File: src/rtl/axis_even_pad_pkg.sv
// Shared types and defaults for the even-length AXI-Stream padder.
package axis_even_pad_pkg;

  typedef enum logic {
    ST_PASS = 1'b0,
    ST_PAD  = 1'b1
  } state_t;

  localparam logic [31:0] PAD_WORD_DEF  = 32'h0000_0000;
  localparam int          CNT_WIDTH_DEF = 16;

endpackage

File: src/rtl/axis_even_pad.sv
// Appends one pad word to odd-length AXI-Stream packets so TLAST always lands on an even word.
// One-cycle registered latency; S_AXIS_TREADY follows the output slot and drops for the pad cycle.
module axis_even_pad
  import axis_even_pad_pkg::*;
#(
  parameter logic [31:0] PAD_WORD  = PAD_WORD_DEF,
  parameter int          CNT_WIDTH = CNT_WIDTH_DEF
) (
  input  logic                 AXIS_ACLK,
  input  logic                 AXIS_ARESET,
  input  logic [31:0]          S_AXIS_TDATA,
  input  logic                 S_AXIS_TVALID,
  input  logic                 S_AXIS_TLAST,
  output logic                 S_AXIS_TREADY,
  output logic [31:0]          M_AXIS_TDATA,
  output logic                 M_AXIS_TVALID,
  output logic                 M_AXIS_TLAST,
  input  logic                 M_AXIS_TREADY,
  output logic [CNT_WIDTH-1:0] PAD_COUNT
);

  localparam logic [CNT_WIDTH-1:0] CNT_MAX = '1;

  state_t               r_state;
  state_t               w_state_nxt;
  logic                 r_odd;
  logic [31:0]          r_tdata;
  logic                 r_tlast;
  logic                 r_tvalid;
  logic [CNT_WIDTH-1:0] r_pad_count;
  logic                 w_tready;
  logic                 w_s_xfr;
  logic                 w_m_xfr;
  logic                 w_odd_close;
  logic                 w_pad_load;

  assign w_s_xfr     = S_AXIS_TVALID & w_tready;
  assign w_m_xfr     = r_tvalid & M_AXIS_TREADY;
  // r_odd=0 before a TLAST beat means that beat makes the packet length odd.
  assign w_odd_close = w_s_xfr & S_AXIS_TLAST & ~r_odd;
  assign w_pad_load  = (r_state == ST_PAD) & w_m_xfr;

  always_ff @(posedge AXIS_ACLK) begin
    if (AXIS_ARESET) begin
      r_state <= ST_PASS;
    end else begin
      r_state <= w_state_nxt;
    end
  end

  always_comb begin
    w_state_nxt = r_state;
    case (r_state)
      ST_PASS: if (w_odd_close) w_state_nxt = ST_PAD;
      ST_PAD:  if (w_m_xfr)     w_state_nxt = ST_PASS;
    endcase
  end

  always_comb begin
    w_tready = 1'b0;
    case (r_state)
      ST_PASS: w_tready = ~r_tvalid | M_AXIS_TREADY;
      ST_PAD:  w_tready = 1'b0;
    endcase
  end

  always_ff @(posedge AXIS_ACLK) begin
    if (AXIS_ARESET) begin
      r_odd <= 1'b0;
    end else if (w_s_xfr) begin
      r_odd <= S_AXIS_TLAST ? 1'b0 : ~r_odd;
    end
  end

  // Pad enters the slot on the same edge the odd packet's final data beat leaves.
  always_ff @(posedge AXIS_ACLK) begin
    if (AXIS_ARESET) begin
      r_tdata  <= 32'h0;
      r_tlast  <= 1'b0;
      r_tvalid <= 1'b0;
    end else if (w_s_xfr) begin
      r_tdata  <= S_AXIS_TDATA;
      r_tlast  <= S_AXIS_TLAST & r_odd;
      r_tvalid <= 1'b1;
    end else if (w_pad_load) begin
      r_tdata  <= PAD_WORD;
      r_tlast  <= 1'b1;
      r_tvalid <= 1'b1;
    end else if (w_m_xfr) begin
      r_tvalid <= 1'b0;
    end
  end

  always_ff @(posedge AXIS_ACLK) begin
    if (AXIS_ARESET) begin
      r_pad_count <= '0;
    end else if (w_pad_load && (r_pad_count != CNT_MAX)) begin
      r_pad_count <= r_pad_count + 1'b1;
    end
  end

  assign S_AXIS_TREADY = w_tready;
  assign M_AXIS_TDATA  = r_tdata;
  assign M_AXIS_TVALID = r_tvalid;
  assign M_AXIS_TLAST  = r_tlast;
  assign PAD_COUNT     = r_pad_count;

endmodule

File: config.mk
export PLATFORM = sky130hd
export DESIGN_NAME = axis_even_pad
export DESIGN_NICKNAME = d
export VERILOG_FILES = /design/src/rtl/axis_even_pad_pkg.sv /design/src/rtl/axis_even_pad.sv
export SDC_FILE = /design/constraint.sdc
export NUM_CORES = 1
export LEC_CHECK = 0
export BUFFER_PORTS_ARGS = -buffer_cell sky130_fd_sc_hd__buf_2
export CAP_MARGIN = 10
export CORE_MARGIN = 3
export CORE_UTILIZATION = 49
export CTS_CLUSTER_SIZE = 28
export DETAILED_ROUTE_END_ITERATION = 16
export PLACE_DENSITY = 0.79
export SLEW_MARGIN = 20
export SYNTH_ARGS = -nofsm -noshare
export SYNTH_HDL_FRONTEND = slang
export SYNTH_SLANG_ARGS = --single-unit
File: constraint.sdc
create_clock -name AXIS_ACLK -period 2.1 [get_ports AXIS_ACLK]
set_input_delay 0.105 -clock AXIS_ACLK [delete_from_list [all_inputs] [get_ports AXIS_ACLK]]
set_output_delay 0.105 -clock AXIS_ACLK [all_outputs]
set_load 0.01 [all_outputs]
==> impl.org <==
** Run status
- Run status :: finished clean

** Power
- VDD IR-drop max :: 0.5298 mV
- Post-layout total power :: 2.054 mW
- In this run the static leakage power is roughly 1.5 nW.
- In this run the power density over the cells is 683.6 nW/um^2.

** STA
- Total Neg Setup Slack :: 0 ns
- The worst path in the final design needs a cycle of 1.931 ns, including I/O delays and setup.
- Worst hold slack across all endpoints :: 0.02553 ns
- The final critical path takes up between 90% and 100% of the cycle.
- Achievable clock frequency :: between 0.5 and 0.6 GHz
- PnR worst setup slack :: approximately 0.17 ns
- Max_slew headroom :: between 50 and 60%
- The count of final max-slew check failures came to 0.
- Setup repair after global routing missed its margin :: false
- Number of setup violations in the final report :: 0
- Fin. Hold Viols :: 0
- For the pin with the worst max-slew slack, the measured transition is 0.6452 ns.
- Clock tree skew after final layout :: 0.007711 ns

** Die
- In this run the standard cell core region covers between 4000 and 5000 um^2.
- Number of top-level pins :: 88
- Die ar. :: 5721 um^2
- The floorplan step set the die width to 75.64 um.
- The floorplan step set the die height to 75.64 um.
- After floorplanning, the core was divided into 24 placement rows.
- Starting density of the core :: 52.75%

** Clocking
- The root buffer cell chosen for the clock tree is clkbuf_8.
- TritonCTS clock tree :: done
- Hold-fix buffers, CTS :: 0
- Worst skew pair latency :: 0.30 ns
- CTS Buf Count :: 5
- Clock-pin transition on the worst setup and hold timing paths :: 0.10 ns
- Maximum number of buffers from clock root to sink :: 2
- CTS sink cnt :: 52
- CTS H-tree depth :: 2

** Worst setup path
- STA classifies the critical path startpoint as a register.
- On the worst path, the slowest cell contributes a delay of 0.44 ns.
- For the worst setup path, the data required time is about 2.3 ns.
- Among all stages on the critical path, the largest delay is contributed by dfxtp_1.
- The cell family contributing the most delay on the critical path is simple AND/OR/NAND/NOR gates.
- Flop2flop setup slack :: 0.17 ns
- Capturing element type of the critical path :: register
- CP Data Arrival Time :: around 2.1 ns
- The number of buffers and inverters on the critical path is 0.
- Traced cell by cell, the critical path runs through ha_2, nand2_1, or3_1, nor4b_2, mux2_2.
- The worst setup path is of the reg -> reg kind.
- Of all nets on the critical path, the largest fanout is 7.

** Logic synthesis
- The synthesized design contains 52 register bits.
- Post-synthesis async set-or-reset flop share :: 0%
- Share of the synthesized area in the top cell type :: 43.81%
- Unique masters post-synth :: 33
- The synthesized netlist occupies a cell area of 2376 um^2.
- When the netlist entered floorplanning its net count stood at 302.
- Total number of yosys warnings :: 0
- The most used flip-flop cell after synthesis is dfxtp_1.
- By count the netlist is led by dfxtp_1, nor2_1, and2_1, mux2i_1, a21oi_1.
- The share of the Yosys chip area taken by registers is 43.81%.
- Counting every instance in the synthesized netlist gives approximately 260.
- Cell types occupying the most area after synthesis :: dfxtp_1, mux2i_1, and2_1
- dfxtp_1 is the most common cell in the netlist.
- Cell accounting for the most synthesized area :: dfxtp_1
- EDFF count, synth :: 0
- The average instance in the mapped netlist occupies 9.000 um^2.

** Global route
- The number of global-route vias before repair was 1980.
- Global routing consumed, over all layers together, 19.44% of the routing resources.
- The first global-routing pass estimated 8.597 mm of wire.
- Entering global routing, the biggest net connects 39 pins.
- Initial antenna violation count :: 0
- Congestion Overflow GR :: 0

** Cells and area
- Ratio of cells with drive above 1 in the final layout :: between 30% and 40%
- The area growth from synthesis to layout is 26.43%.
- Nets :: 388
- The sequential cells in the finished layout cover a total of approximately 1000 um^2.
- Summing all multi-input logic gate instances after layout gives 1259 um^2.
- Ant. Diodes :: 0
- After routing the design area is 3004 um^2.
- The filler cells instantiated in the layout total 370.

** Route
- The first TritonRoute pass finished after 4 iterations.
- Average vias per placed instance :: 5.360
- For this block, the via count after detailed routing is 2160.
- Number of nets with antenna violations after routing :: 0
- Residual DRC count :: 0
- In the final routed layout, each cell accounts on average for 13.43 um.
- The detailed router finished its first iteration with 164 violations.
- The routed design has 5.414 mm of wire.

** Min path
- Hold Path Class :: in -> reg

** Placement
- Area after detailed placement :: around 2900 um^2
- Routability-driven placement finished with a final weighted congestion of 0.8247.
- Number of port buffers :: 87
- Worst-case setup slack after placement :: between 0.1 and 0.15 ns
- HPWL after detailed placement :: 3.923 mm

** Flow run
- Across the run, the number of max-cap violations was 0.
## metal layers
metal,global-route usage [%],share of wire (%)
met2,33.65,48
met3,7.916,8.6
met1,22.21,42
met5,0,0
met4,5.049,1.0
## tightest hold or removal path: stages
cell	delay, ns
buf_2	0.07
mux2i_1	0.05
nor2_1	0.07
## power by group
part | internal (mW) | switching, mW | leakage [nW]
logic | 0.149 | 0.150 | 0.998
clock network | 0.359 | 0.333 | 0.0583
registers | 1.04 | 0.0256 | 0.425
## repair_timing
item,4_1_cts,5_1_grt
setup endpoints to repair,0,1
gates resized for setup,0,2
setup buffers,0,0
## placed cells by master, fill, tap and decap left out, types with 6 or more instances in the layout
cell / synthesis / routed
dfxtp_1: 52 / 52
inv_1: 6 / 6
nand4_1: 7 / 7
nor2_1: 43 / 43
buf_2: 5 / 87
a21oi_1: 17 / 17
mux2_2: 6 / 6
buf_4: 0 / 6
and2_1: 33 / 33
nor2b_1: 6 / 6
nand2_1: 6 / 6
mux2i_1: 33 / 33
## final cells by class
class                      instances  share of cell area, %
tap                               52                  2.166
multi-input combinational        191                  41.90
sequential                        52                  34.65
inverter                           6                 0.7497
clock inverter                     3                  1.583
timing repair buffer              94                  16.66
clock buffer                       5                  2.291
## path summary, 6_finish.rpt
path | from | end | depth (start not counted)
min | S_AXIS_TDATA[11] | M_AXIS_TDATA[11] | 3
max reg2reg | PAD_COUNT[0] | PAD_COUNT[10] | 5
max | PAD_COUNT[0] | PAD_COUNT[10] | 5
min reg2reg | r_odd | r_odd | 2
## registers in the layout, indices dropped and copies added, names as in the netlist
signal         count
M_AXIS_TDATA      32
PAD_COUNT         16
M_AXIS_TLAST       1
M_AXIS_TVALID      1
r_odd              1
r_state            1
## cell families after synthesis
group	after synthesis	synth area share, %
multiplexers	39	16.75
AO/OA/AOI/OAI	30	7.583
buffers and inverters	21	3.580
AND/OR/NAND/NOR	121	27.75
flip-flops	52	43.81
adder cells (fa/ha/maj)	1	0.5265
## through the flow
step	std cells	utilization, %
after detailed placement	395	63.92
final	403	66.69
after global routing	403	66.69
after floorplan	264	-
after CTS	403	66.50
after global placement	395	63.92
Note: power is estimated with default switching activity, not from simulation.
